$ cat src/rtl/arm_pipe_pkg.sv
// Shared pipeline definitions: operand-select codes, PC index and the
// per-stage destination tag carried through EX, MEM and WB.
package arm_pipe_pkg;

  localparam int REG_W = 4;

  localparam logic [1:0] FWD_SEL_REG = 2'b00;
  localparam logic [1:0] FWD_SEL_MEM = 2'b01;
  localparam logic [1:0] FWD_SEL_WB  = 2'b10;

  localparam logic [REG_W-1:0] REG_PC = 4'hF;

  typedef struct packed {
    logic             valid;
    logic [REG_W-1:0] dest;
    logic             wb_en;
    logic             mem_read;
  } stage_tag_t;

  // A source depends on a stage when that stage will write the register
  // being read; the PC is never forwarded.
  function automatic logic tag_match(stage_tag_t tag, logic use_src,
                                     logic [REG_W-1:0] idx);
    return use_src && (idx != REG_PC) && tag.valid && tag.wb_en &&
           (tag.dest == idx);
  endfunction

endpackage

$ cat src/rtl/forward_hazard_unit_if.sv
// ID-side request and EX-side select bundle between decode and the
// forwarding/hazard unit.
interface forward_hazard_unit_if;
  import arm_pipe_pkg::*;

  logic             fwd_en;
  logic             flush;
  logic             id_valid;
  logic [REG_W-1:0] id_src1;
  logic [REG_W-1:0] id_src2;
  logic             id_use_src1;
  logic             id_use_src2;
  logic [REG_W-1:0] id_dest;
  logic             id_wb_en;
  logic             id_mem_read;
  logic             stall;
  logic [1:0]       ex_sel_a;
  logic [1:0]       ex_sel_b;
  logic             ex_valid;

  modport master (
    output fwd_en, flush, id_valid, id_src1, id_src2, id_use_src1,
           id_use_src2, id_dest, id_wb_en, id_mem_read,
    input  stall, ex_sel_a, ex_sel_b, ex_valid
  );

  modport slave (
    input  fwd_en, flush, id_valid, id_src1, id_src2, id_use_src1,
           id_use_src2, id_dest, id_wb_en, id_mem_read,
    output stall, ex_sel_a, ex_sel_b, ex_valid
  );

endinterface

$ cat src/rtl/hazard_compare.sv
// Per-source dependency check against the EX and MEM tags: yields the
// operand-select code and a stall request.
module hazard_compare
  import arm_pipe_pkg::*;
(
  input  logic [REG_W-1:0] src_i,
  input  logic             use_i,
  input  logic             fwd_en_i,
  input  stage_tag_t       ex_tag_i,
  input  stage_tag_t       mem_tag_i,
  output logic [1:0]       sel_o,
  output logic             stall_o
);

  logic ex_hit;
  logic mem_hit;
  logic mem_rd_unused;

  assign ex_hit        = tag_match(ex_tag_i, use_i, src_i);
  assign mem_hit       = tag_match(mem_tag_i, use_i, src_i);
  // A load in MEM has its data by the time this source reaches EX.
  assign mem_rd_unused = mem_tag_i.mem_read;

  always_comb begin
    sel_o   = FWD_SEL_REG;
    stall_o = 1'b0;
    if (fwd_en_i) begin
      if (ex_hit) begin
        sel_o = FWD_SEL_MEM;
      end else if (mem_hit) begin
        sel_o = FWD_SEL_WB;
      end
      stall_o = ex_hit && ex_tag_i.mem_read;
    end else begin
      stall_o = ex_hit || mem_hit;
    end
  end

endmodule

$ cat src/rtl/forward_hazard_unit.sv
// Tracks in-flight destination tags through EX/MEM/WB, registers the EX
// operand-select codes and raises the ID stall for unresolved hazards.
module forward_hazard_unit
  import arm_pipe_pkg::*;
(
  input  logic                  clk,
  input  logic                  rst_n,
  forward_hazard_unit_if.slave  bus
);

  stage_tag_t ex_q, ex_d;
  stage_tag_t mem_q;
  stage_tag_t wb_q;
  logic [1:0] sel_a, sel_b;
  logic [1:0] sel_a_q, sel_a_d;
  logic [1:0] sel_b_q, sel_b_d;
  logic       stall_a, stall_b;
  logic       stall;
  logic       load_ex;
  logic       wb_tag_unused;

  hazard_compare u_cmp_a (
    .src_i     (bus.id_src1),
    .use_i     (bus.id_use_src1),
    .fwd_en_i  (bus.fwd_en),
    .ex_tag_i  (ex_q),
    .mem_tag_i (mem_q),
    .sel_o     (sel_a),
    .stall_o   (stall_a)
  );

  hazard_compare u_cmp_b (
    .src_i     (bus.id_src2),
    .use_i     (bus.id_use_src2),
    .fwd_en_i  (bus.fwd_en),
    .ex_tag_i  (ex_q),
    .mem_tag_i (mem_q),
    .sel_o     (sel_b),
    .stall_o   (stall_b)
  );

  // Flush outranks stall: the ID instruction is discarded, not held.
  always_comb begin
    stall   = (stall_a || stall_b) && bus.id_valid && !bus.flush;
    load_ex = bus.id_valid && !stall && !bus.flush;
    ex_d    = '0;
    sel_a_d = FWD_SEL_REG;
    sel_b_d = FWD_SEL_REG;
    if (load_ex) begin
      ex_d.valid    = 1'b1;
      ex_d.dest     = bus.id_dest;
      ex_d.wb_en    = bus.id_wb_en;
      ex_d.mem_read = bus.id_mem_read;
      sel_a_d       = sel_a;
      sel_b_d       = sel_b;
    end
  end

  always_ff @(posedge clk or negedge rst_n) begin
    if (!rst_n) begin
      ex_q    <= '0;
      mem_q   <= '0;
      wb_q    <= '0;
      sel_a_q <= FWD_SEL_REG;
      sel_b_q <= FWD_SEL_REG;
    end else begin
      ex_q    <= ex_d;
      mem_q   <= ex_q;
      wb_q    <= mem_q;
      sel_a_q <= sel_a_d;
      sel_b_q <= sel_b_d;
    end
  end

  // WB needs no forwarding: the register file is write-through.
  assign wb_tag_unused = ^wb_q;

  assign bus.stall    = stall;
  assign bus.ex_sel_a = sel_a_q;
  assign bus.ex_sel_b = sel_b_q;
  assign bus.ex_valid = ex_q.valid;

endmodule

$ cat src/flat_wrapper.sv
// flat-port wrapper written by rule: the top's interface ports become plain ports
module forward_hazard_unit_flat import arm_pipe_pkg::*;
  (clk, rst_n, bus_fwd_en, bus_flush, bus_id_valid, bus_id_src1, bus_id_src2, bus_id_use_src1, bus_id_use_src2, bus_id_dest, bus_id_wb_en, bus_id_mem_read, bus_stall, bus_ex_sel_a, bus_ex_sel_b, bus_ex_valid);
  forward_hazard_unit_if bus_i ();
  input  logic clk;
  input  logic rst_n;
  input wire logic [$bits(bus_i.fwd_en)-1:0] bus_fwd_en;
  input wire logic [$bits(bus_i.flush)-1:0] bus_flush;
  input wire logic [$bits(bus_i.id_valid)-1:0] bus_id_valid;
  input wire logic [$bits(bus_i.id_src1)-1:0] bus_id_src1;
  input wire logic [$bits(bus_i.id_src2)-1:0] bus_id_src2;
  input wire logic [$bits(bus_i.id_use_src1)-1:0] bus_id_use_src1;
  input wire logic [$bits(bus_i.id_use_src2)-1:0] bus_id_use_src2;
  input wire logic [$bits(bus_i.id_dest)-1:0] bus_id_dest;
  input wire logic [$bits(bus_i.id_wb_en)-1:0] bus_id_wb_en;
  input wire logic [$bits(bus_i.id_mem_read)-1:0] bus_id_mem_read;
  output wire logic [$bits(bus_i.stall)-1:0] bus_stall;
  output wire logic [$bits(bus_i.ex_sel_a)-1:0] bus_ex_sel_a;
  output wire logic [$bits(bus_i.ex_sel_b)-1:0] bus_ex_sel_b;
  output wire logic [$bits(bus_i.ex_valid)-1:0] bus_ex_valid;
  assign bus_i.fwd_en = bus_fwd_en;
  assign bus_i.flush = bus_flush;
  assign bus_i.id_valid = bus_id_valid;
  assign bus_i.id_src1 = bus_id_src1;
  assign bus_i.id_src2 = bus_id_src2;
  assign bus_i.id_use_src1 = bus_id_use_src1;
  assign bus_i.id_use_src2 = bus_id_use_src2;
  assign bus_i.id_dest = bus_id_dest;
  assign bus_i.id_wb_en = bus_id_wb_en;
  assign bus_i.id_mem_read = bus_id_mem_read;
  assign bus_stall = bus_i.stall;
  assign bus_ex_sel_a = bus_i.ex_sel_a;
  assign bus_ex_sel_b = bus_i.ex_sel_b;
  assign bus_ex_valid = bus_i.ex_valid;
  forward_hazard_unit u_core (.clk(clk), .rst_n(rst_n), .bus(bus_i));
endmodule
$ cat config.mk
export PLATFORM = sky130hd
export DESIGN_NAME = forward_hazard_unit_flat
export DESIGN_NICKNAME = d
export VERILOG_FILES = /design/src/rtl/arm_pipe_pkg.sv /design/src/rtl/forward_hazard_unit_if.sv /design/src/rtl/hazard_compare.sv /design/src/rtl/forward_hazard_unit.sv /design/src/flat_wrapper.sv
export SDC_FILE = /design/constraint.sdc
export NUM_CORES = 1
export LEC_CHECK = 0
export CAP_MARGIN = 30
export CORE_MARGIN = 10
export CORE_UTILIZATION = 44
export CTS_CLUSTER_DIAMETER = 50
export DETAILED_ROUTE_END_ITERATION = 10
export HOLD_SLACK_MARGIN = 0.06
export PLACE_DENSITY_LB_ADDON = 0.3
export SYNTH_ARGS = -nofsm -noshare
export SYNTH_HDL_FRONTEND = slang
export SYNTH_SLANG_ARGS = --single-unit
export TNS_END_PERCENT = 10
$ cat constraint.sdc
create_clock -name clk -period 2.7 [get_ports clk]
set_clock_uncertainty 0.15 [all_clocks]
set_input_delay 0.27 -clock clk [delete_from_list [all_inputs] [get_ports clk]]
set_output_delay 0.27 -clock clk [all_outputs]
set_load 0.02 [all_outputs]
==> flow_metrics.tcl, run 1 <==
set metrics [dict create \
    outcome "complete, no violations" \
    slew_violations 0 \
    n_fill_cell 157 \
    synth_commonest_cells "17 x dfrtp_1, 13 x nand2_1, 12 x xnor2_1" \
    dieArea_mm2 0.00403 \
    rows 15 \
    rsz0062_at_grt "no" \
    grtUsageTotal_pct 9.99 \
    grt_use_met2_pct 17.3 \
    max_freq_mhz 400 \
    drive_gt1_share_pct 14.0 \
    leakagePower_nw 0.507 \
    endpoint_kind "output pin" \
    tritoncts "done" \
    critPathMaxStageDelay_ns 0.59 \
    antenna-diode-count 0 \
    worstPathRequired_ns 2.28 \
    hold_path.class "primary input to asynchronous set/reset pin" \
    routed_wl_um 1940 \
    dieHeight_um 63.5 \
    vias_per_cell 5.10 \
    initial_core_util_pct 47.2 \
    place.gp.congestion 0.871 \
    routed-via-count 673 \
    power_density_mw_per_mm2 405 \
    crit_path_start_kind "primary input" \
    synth_fp_nets 95 \
    switchingPower_w 0.000114 \
    path_clk_slew_ns 0.09 \
    fin_util_pct 67.1 \
    dr.pass1.iters 4 \
    grt_overflow 0 \
    p_int_w 0.000365 \
    synth.most_common_cell "dfrtp_1" \
    worst_hold_slack_ns 0.269 \
    synthArstFlopShare_pct 100 \
    busiest_layer "met2" \
    synth_area_leaders "dfrtp_1 51%, xnor2_1 13%, nand2_1 5.9%" \
    worstPathArrival_ns 2.08 \
    crit_chain "clkdlybuf4s50_1 -> xnor2_1 -> nand2_1 -> or4_4 -> a21boi_4 -> o21a_1 -> buf_2" \
    peakVddDrop_uv 317 \
    cts_root_buf "clkbuf_4" \
    ioPinCount 27 \
    cts_sinks 17 \
    htreeDepth 1 \
    comb_power_share_pct 16.0 \
    r2r_cells 6 \
    ys.flop_type "dfrtp_1" \
    switching_share_pct 23.8 \
    die_w_um 63.5 \
    syn_area_per_cell_um2 11.3 \
    yosysWarningCount 0 \
    yosysSeqAreaShare_pct 51.1 \
    dp_hpwl_um 1630 \
    coreArea_mm2 0.00176 \
    cap_violations 0 \
    grt_pass1_wl_um 3250 \
    drt_iter0_drc 22 \
    cts_buffers 3 \
    insertion_delay_ns 0.28 \
    synth_edf_count 0 \
    ys_types 16 \
    min_period_over_period_pct 92.5 \
    areaGrowthSynthToFinish_pct 42.0 \
    grt_pass1_vias 719 \
    antenna_found_initial 0 \
    finalHoldViolCount 0 \
    drc_errors 0 \
    crit_fanout 3 \
    slew_headroom_pct 50.3 \
    detail-route-antenna-nets 0 \
    place_area_mm2 0.00115 \
    port_buffers 26 \
    grtUsageMet1_pct 10.4 \
    p_seq_share_pct 56.4 \
    grt_max_degree 18 \
    grt_util_met3_pct 3.00 \
    post_cts_buffers 0 \
    finalInstanceArea_mm2 0.00118 \
    pwr-share-clk_pct 27.6 \
    cp_slowest_cell "or4_4" \
    criticalPathCategory "primary input to output pin" \
    cts_buffer_depth 2 \
    tightest_slew_ns 0.744 \
    finalCriticalPeriod_ns 2.50 \
    finalSetupViolations 0 \
    ys_ff_latch 17 \
    syn_area_um2 833 \
    nNetsFinal 129 \
    wire_per_inst_um 14.7 \
    yosysTopAreaCellShare_pct 51.1 \
    synth_area_leader_cell "dfrtp_1" \
    syn_inst 74 \
]
## what timing repair did
action / 4_1_cts / 5_1_grt
gates resized for setup: 3 / 6
hold buffers: 0 / 0
endpoints found under the setup margin: 1 / 1
## path summary, 6_finish.rpt
kind,to,slack [ns],startpoint
min in group clk,u_core.mem_q[1],0.27,u_core.ex_q[1]
min reg2reg,u_core.mem_q[1],0.27,u_core.ex_q[1]
max in group asynchronous,u_core.ex_q[4],1.62,rst_n
max reg2reg,u_core.ex_q[4],0.72,u_core.ex_q[4]
min,u_core.mem_q[1],0.27,rst_n
max,bus_stall,0.20,bus_id_src2[3]
## worst max-delay path: cells and delay by family
family	cells	cell delay (ns)
buffers and inverters	2	0.69
AO/OA/AOI/OAI	2	0.29
XOR/XNOR	1	0.14
AND/OR/NAND/NOR	2	0.69
## stage by stage
stage,instances,setup WS (ns),power (W),setup TNS [ns]
2_1_floorplan,74,0.556,0.000303,0
4_1_cts,132,0.0321,0.000487,0
5_1_grt,132,0.0915,0.000504,0
3_5_place_dp,128,-0.299,0.000353,-0.299
3_3_place_gp,128,-0.304,0.000351,-0.304
6_report,132,0.202,0.000479,0
## registers in the layout, indices dropped and copies added, names as in the netlist
signal and count:
u_core.ex_q 6, u_core.mem_q 6, u_core.bus.ex_sel_a 2, u_core.bus.ex_sel_b 2, u_core.bus.ex_valid 1
## metal layers
layer | share of wire, % | vias to the layer above
met3 | 5.6 | 2
met2 | 53 | 21
li1 | - | 331
met5 | 0 | -
met1 | 40 | 319
met4 | 1.5 | 0
## area by class of cell
cell class / count / area [µm²] / area share, %
flip-flops and latches: 17 / 427 / 36.0
repair buffers: 30 / 295 / 24.9
clock buffers: 4 / 26.3 / 2.22
well taps: 25 / 31.3 / 2.64
multi-input cells: 56 / 404 / 34.1
## placed cells by master (no fill, tap or decap), types with 2 or more instances in the layout
master           count
clkdlybuf4s50_1     21
or4_4                4
xnor2_1             12
dfrtp_1             16
nor4_1               2
clkbuf_4             3
buf_4                4
nand2_1             13
a2111oi_0            2
nand3_1              4
nand4_1              2
nor3_1               8
xor2_1               4
dlymetal6s2s_1       4
## power by group through the flow
| stage | Sequential (W) | Clock, W | Combinational (W) |
|---|---|---|---|
| after detailed placement | 0.000275 | 0 | 0.0000783 |
| after floorplan | 0.000274 | 0 | 0.0000293 |
| after CTS | 0.000270 | 0.000138 | 0.0000787 |
| final | 0.000270 | 0.000132 | 0.0000767 |
| after global routing | 0.000272 | 0.000148 | 0.0000841 |
| after global placement | 0.000275 | 0 | 0.0000765 |
## cell families after synthesis
logic type | share of synthesized area (%)
compound gates | 8.56
xor+xnor | 16.8
buf+inv | 0.450
flops | 51.1
simple gates | 23.1
Note: power is estimated with default switching activity, not from simulation.
==> inputs of run 2 (changes only) <==
SKIP_LAST_GASP = 1   (was not set)
==> results of run 2 <==
The final DEF is identical to that of run 1; final timing and power are the same.
==> inputs of run 3 (changes only) <==
ABC_CLOCK_PERIOD_IN_PS = 2700   (was not set)
==> results of run 3 <==
The final DEF is identical to that of run 1; final timing and power are the same.
